## config.mk

```make
export PLATFORM = sky130hd
export DESIGN_NAME = change_dispenser
export DESIGN_NICKNAME = d
export VERILOG_FILES = /design/src/rtl/change_dispenser.sv
export SDC_FILE = /design/constraint.sdc
export NUM_CORES = 1
export LEC_CHECK = 0
export ABC_AREA = 0
export CORE_MARGIN = 3
export CORE_UTILIZATION = 51
export DETAILED_ROUTE_END_ITERATION = 7
export GPL_TIMING_DRIVEN = 0
export PLACE_DENSITY = 0.77
export SETUP_SLACK_MARGIN = 0.4
export SYNTH_ARGS = -nofsm -noshare
export SYNTH_HDL_FRONTEND = slang
export SYNTH_SLANG_ARGS = --single-unit
```

## constraint.sdc

```tcl
create_clock -name clk -period 1.8 [get_ports clk]
set_input_delay 0.27 -clock clk [delete_from_list [all_inputs] [get_ports clk]]
set_output_delay 0.27 -clock clk [all_outputs]
set_load 0.03 [all_outputs]
```

## src/rtl/change_dispenser.sv

```systemverilog
// Purpose: pays out a change amount greedily, one coin per request/ack handshake.
// Latency: first eject two cycles after the accepted request, next eject two cycles after each coin_ack.
// Backpressure: new requests are ignored while busy; each coin waits for coin_ack or times out into a fault.
module change_dispenser #(
    parameter int AMT_W   = 3,
    parameter int COIN_HI = 2,
    parameter int TIMEOUT = 15
) (
    input  logic             clk,
    input  logic             rst,
    input  logic [AMT_W-1:0] change,
    input  logic             change_vld,
    input  logic             hi_empty,
    input  logic             lo_empty,
    input  logic             coin_ack,
    output logic             eject_hi,
    output logic             eject_lo,
    output logic             busy,
    output logic             done,
    output logic             fault,
    output logic [AMT_W-1:0] shortfall
);

    localparam int TW = (TIMEOUT < 2) ? 1 : $clog2(TIMEOUT + 1);
    localparam logic [AMT_W-1:0] HI_VAL = AMT_W'(COIN_HI);
    localparam logic [AMT_W-1:0] LO_VAL = AMT_W'(1);
    localparam logic [TW-1:0]    T_LAST = TW'(TIMEOUT - 1);

    typedef enum logic [2:0] {
        S_IDLE,
        S_SEL,
        S_EJECT,
        S_WAIT_ACK,
        S_DONE,
        S_FAULT
    } state_t;

    state_t           state, state_nxt;
    logic [AMT_W-1:0] remaining, remaining_nxt;
    logic [TW-1:0]    timer, timer_nxt;
    logic             coin_is_hi, coin_is_hi_nxt;
    logic             accept;

    assign accept = (state == S_IDLE) && change_vld;

    // Next-state, amount and timer logic; hopper flags only matter when choosing a coin.
    always_comb begin
        state_nxt      = state;
        remaining_nxt  = remaining;
        timer_nxt      = timer;
        coin_is_hi_nxt = coin_is_hi;
        case (state)
            S_IDLE: begin
                if (change_vld) begin
                    state_nxt     = S_SEL;
                    remaining_nxt = change;
                end
            end
            S_SEL: begin
                if (remaining == '0) begin
                    state_nxt = S_DONE;
                end else if ((remaining >= HI_VAL) && !hi_empty) begin
                    state_nxt      = S_EJECT;
                    coin_is_hi_nxt = 1'b1;
                end else if (!lo_empty) begin
                    state_nxt      = S_EJECT;
                    coin_is_hi_nxt = 1'b0;
                end else begin
                    state_nxt = S_FAULT;
                end
            end
            S_EJECT: begin
                state_nxt = S_WAIT_ACK;
                timer_nxt = '0;
            end
            S_WAIT_ACK: begin
                // An ack arriving on the final wait cycle still counts as paid.
                if (coin_ack) begin
                    remaining_nxt = remaining - (coin_is_hi ? HI_VAL : LO_VAL);
                    state_nxt     = S_SEL;
                end else if (timer == T_LAST) begin
                    state_nxt = S_FAULT;
                end else begin
                    timer_nxt = timer + TW'(1);
                end
            end
            S_DONE:  state_nxt = S_IDLE;
            S_FAULT: state_nxt = S_IDLE;
            default: state_nxt = S_IDLE;
        endcase
    end

    // State and datapath registers.
    always_ff @(posedge clk or negedge rst) begin
        if (!rst) begin
            state      <= S_IDLE;
            remaining  <= '0;
            timer      <= '0;
            coin_is_hi <= 1'b0;
        end else begin
            state      <= state_nxt;
            remaining  <= remaining_nxt;
            timer      <= timer_nxt;
            coin_is_hi <= coin_is_hi_nxt;
        end
    end

    // Outputs are registered from the next state so they line up with the state they describe.
    always_ff @(posedge clk or negedge rst) begin
        if (!rst) begin
            eject_hi  <= 1'b0;
            eject_lo  <= 1'b0;
            busy      <= 1'b0;
            done      <= 1'b0;
            fault     <= 1'b0;
            shortfall <= '0;
        end else begin
            eject_hi <= (state_nxt == S_EJECT) && coin_is_hi_nxt;
            eject_lo <= (state_nxt == S_EJECT) && !coin_is_hi_nxt;
            busy     <= (state_nxt != S_IDLE);
            done     <= (state_nxt == S_DONE) || (state_nxt == S_FAULT);
            if (accept) begin
                fault     <= 1'b0;
                shortfall <= '0;
            end else if (state_nxt == S_FAULT) begin
                fault     <= 1'b1;
                shortfall <= remaining_nxt;
            end
        end
    end

endmodule

```

== After elaboration in Yosys (flattened, before gate mapping) ==
Cells that the tools add are included.
Storage, ports and cells
  register bits after elaboration: 19
  input bits: 9
  logic and storage cells: 57
Cells by class
  add/subtract/negate cells: 2
  $lt $le $gt $ge: 1
  equality and inequality tests: 9
  mux-type cells: 22
  reduce and logical (&&, ||, !) cells: 13
Operators by type and width (count)
  $mux 3: 10
  $pmux 3 s4: 1
  $eq 3x2->1 const B: 3
  $mux 4: 2
  $pmux 4 s2: 1
  $eq 3x3->1 const B: 2
  $logic_not 3->1: 2
  $mux 1: 6
  $pmux 3 s2: 1
  $add 4x1->4 const B: 1
  $eq 4x4->1 const B: 1
  $logic_and 1x1->1: 4
  $ne 2x2->1 const B: 2
  $reduce_bool 2->1: 2
  $eq 3x1->1 const B: 1
  $ge 3x2->1 const B: 1
  $reduce_and 3->1: 1
  $reduce_bool 3->1: 1
  $sub 3x2->3: 1
  $logic_not 1->1: 2
  $mux 2: 1
  $logic_or 1x1->1: 1

== Depth between registers and ports, before layout ==
  word-level depth: 8
  depth in mapped cells: 6

== Worst setup path before layout ==
Ideal clock, no wire load.
  kind: flip-flop to flip-flop
  from: register timer[0]
  to: register timer[3]
  data arrival time: 1536 ps
  setup slack: 143 ps
  stages on the path, launching flop included: 7
  clock period less this slack: 1657 ps
  path through: dfrtp_1 -> inv_1 -> ha_1 -> a31oi_1 -> nand4_1 -> mux2_1 -> a22o_1
Between the ends
  word-level cells in the longest chain between the ends: 4
Ends and longest elaborated chain
  from (decl): line 40  | logic [TW-1:0] timer, timer_nxt;
  from (signal assigned): line 103  | timer <= timer_nxt;
  $add 4x1->4: line 84  | timer_nxt = timer + TW'(1);
  $mux 4: line 81  | end else if (timer == T_LAST) begin
  $mux 4: line 78  | if (coin_ack) begin
  $pmux 4 s2: line 52  | case (state)
Several ways; a longest one is shown, not always the timed one. The select of a mux whose other input is x is not followed.
A chain may end at the register's enable or synchronous reset.

== Final worst setup path ==
  from: register remaining[2]
  to: register shortfall[0]
Between the ends
  word-level cells in the longest chain between the ends: 7
Ends and longest elaborated chain
  from (decl): line 39  | logic [AMT_W-1:0] remaining, remaining_nxt;
  from (signal assigned): line 102  | remaining <= remaining_nxt;
  $ge 3x2->1: line 62  | end else if ((remaining >= HI_VAL) && !hi_empty) begin
  $logic_and 1x1->1: line 62
  $mux 3: line 62
  $mux 3 *: line 60  | if (remaining == '0) begin
  $pmux 3 s4 *: line 52
  $eq 3x3->1 *: line 125  | end else if (state_nxt == S_FAULT) begin
  $reduce_bool 2->1 (no line) *
  to (signal assigned): line 127  | shortfall <= remaining_nxt;
  to (decl): line 21  | output logic [AMT_W-1:0] shortfall
Mark *: on every way between the ends. The rest lies on a longest branch, timed or not.

==> metrics.txt <==
pin count of the biggest net entering global routing=20; die area=2580 um^2; first-pass GRT wire length=~4.2 mm; worst reg2reg path depth=4; Final Hold Fails=0; post-synthesis sequential area ratio=0.464; row cnt=15; crit path launch=remaining[2]; Syn Std Cell Area=1020 um^2; syn nets=107; Async SR Flop Fraction=1.00; Placer Congestion=approximately 0.80; Slew Viols, Final=0; max incr delay on CP=between 0.4 and 0.5 ns; CTS tree=done; Pre-Repair DR Iteration Count=4; placed cells=roughly 140; FMAX=0.613 GHz; crit start category=flop; H-tree depth=1; All-Layer GR Usage=0.221; CP cell instances=or3_4 -> o2111ai_4 -> and2_4 -> mux2_4; Worst EP required=2.00 ns; Via density=5.63; Mapped Avg Cell Area=10.9 um^2; # port buffers=16; Warnings, synthesis=0; total power=2.60 mW; CP Capture Type=flop; maximum vdd drop=1.12 mV; Chip Height=slightly above 50 um; # clock sinks=19; Root Buffer=clkbuf_4; slowest CP cell=dfrtp_2; Overflow after GRT=0; Inserted Clock Buffers=3; Clock Skews=0.00568 ns; share of cells above drive strength 1=0.414; dpl hpwl=roughly 1.6 mm; Met1 Wirelength=1.18 mm; Max Root-Sink Buffers=2; flops & latches, synth=19; cts hold-fix bufs=0; pwr/cell area=approximately 1700 nW/um^2; Main synth FF type=dfrtp_1; hold slack=0.443 ns; Net count, final=approximately 150; DR iter-0 viols=31; io pins=17; top sig layer=met4; met2 WL=1.34 mm; n_diodes=0; R2R Path End=shortfall[0]; Min-Delay Path Class=input pin to asynchronous set/reset pin; met3 WL=roughly 100 um; top cells by area, synth=dfrtp_1 (46%), a22o_1 (4.3%), ha_1 (3.7%); max_cap viols=0; Post-synth EDFFs=0; initial antenna violation count=0; DRT antenna net count=0; Fillers=a little over 100; Initial Utilization=0.569; core area=1800 um^2; endpoints failing setup=0; Die Wd=50.8 um; Rel. slew slack=0.427; Worst R2R Start=remaining[2]; post-synthesis cell count=94; final wirelength=2.69 mm; RSZ-0062 raised after global routing=true; Worst Tran Pin Value=0.856 ns; worst skew pair latency=0.30 ns; R2R setup slack=around 0.17 ns; Final min period=1.63 ns; Worst-path clk slew=approximately 0.11 ns; Area Overhead vs Synth=49.7%; status=completed; crit share post-route=0.906; via count=890; number of global-route vias before repair=894; largest area contributor in the netlist=dfrtp_1; Post-route DRC=0; kind of critical path=flop to flop; Synth cell types=41; CP max FO=4; Non-Filler Instances=around 160; Synth top area share=0.464; Lkg Pwr=0.691 nW; Wirelength per Cell=~17 um; Worst EP arrival=1.83 ns
==> registers in the layout (all words and copies together) (netlist names) <==
register,cells
timer,4
remaining,3
shortfall,3
state,3
busy,1
coin_is_hi,1
done,1
eject_hi,1
eject_lo,1
fault,1
==> Yosys cell counts (3+ instances only) <==
master,instances
nor2_1,4
o21ai_0,3
nand2b_1,4
ha_1,3
nand3_1,3
nand2_1,5
a22o_1,5
dfrtp_1,19
inv_1,7
==> cell type report <==
class / count / area (um^2) / area share
repair buffers: 35 / 305 / 0.199
plain buffers: 2 / 18.8 / 0.0122
inverters: 7 / 26.3 / 0.0171
multi-input cells: 66 / 646 / 0.421
clock buffers: 4 / 26.3 / 0.0171
flip-flops and latches: 19 / 480 / 0.313
well taps: 25 / 31.3 / 0.0204
==> how the worst max path moves through the flow <==
| stage | end | slack, ns | cells past startpoint |
|---|---|---|---|
| after global routing | shortfall[0] | 0.13 | 5 |
| final | shortfall[0] | 0.17 | 4 |
| after global placement | shortfall[0] | -0.06 | 4 |
| after detailed placement | shortfall[0] | -0.08 | 4 |
| after floorplan | shortfall[0] | 0.26 | 4 |
| after CTS | shortfall[0] | 0.18 | 4 |
==> critical path: cells and delay by family, from the launching register on <==
family | cells | cell delay, ns
compound gates | 1 | 0.14
flops | 1 | 0.45
mux | 1 | 0.30
simple gates | 2 | 0.64
==> through the flow <==
step | worst slack [ns] | TNS [ns] | instance area, um^2 | utilization
floorplan | 0.264 | 0 | 1070 | -
global placement | -0.0597 | -0.0733 | 1260 | 0.699
detailed placement | -0.0765 | -0.0796 | 1260 | 0.699
CTS | 0.185 | 0 | 1350 | 0.750
global route | 0.133 | 0 | 1530 | 0.851
finish | 0.169 | 0 | 1530 | 0.851
==> cell families (layout without fill, tap and decap cells) <==
group,count (synthesis),count (layout),share of synthesized area
and+or+nand+nor,35,35,0.221
adders and majority gates,4,4,0.0562
DFF,19,19,0.464
buffers and inverters,9,48,0.0415
muxes,5,5,0.0562
AOI/OAI and AO/OA,22,22,0.161
==> layer usage <==
metal,up-vias,global-route usage
li1,430,-
met1,433,0.283
met2,20,0.359
met3,7,0.0350
met4,0,0.117
met5,-,0
==> where the power goes <==
group	switching, mW	internal [mW]
registers	0.183	0.613
logic	0.798	0.789
clock network	0.135	0.0865
==> cell usage in the layout, fill, tap and decap left out, types with 2 or more instances in the layout <==
cell and instances:
a211oi_2 2, a22o_1 5, a22oi_1 2, and2_4 2
and4b_1 2, buf_4 16, buf_6 4, clkbuf_4 4
clkdlybuf4s50_1 8, dfrtp_1 15, dfrtp_2 4, dlygate4sd2_1 7
ha_4 3, inv_1 5, inv_2 2, mux2_4 2
mux2i_1 2, nand2_1 3, nand2_2 2, nand2b_1 2
nand2b_2 2, nand3_1 2, nand4_1 2, nor2_1 3
nor2_2 2, nor3_1 2, o21ai_0 2
==> what timing repair did <==
item,in CTS,in global routing
setup endpoints to repair,18,14
buffers inserted,6,13
pin swaps,2,9
resized for setup,15,23
Note: power is estimated with default switching activity, not from simulation.
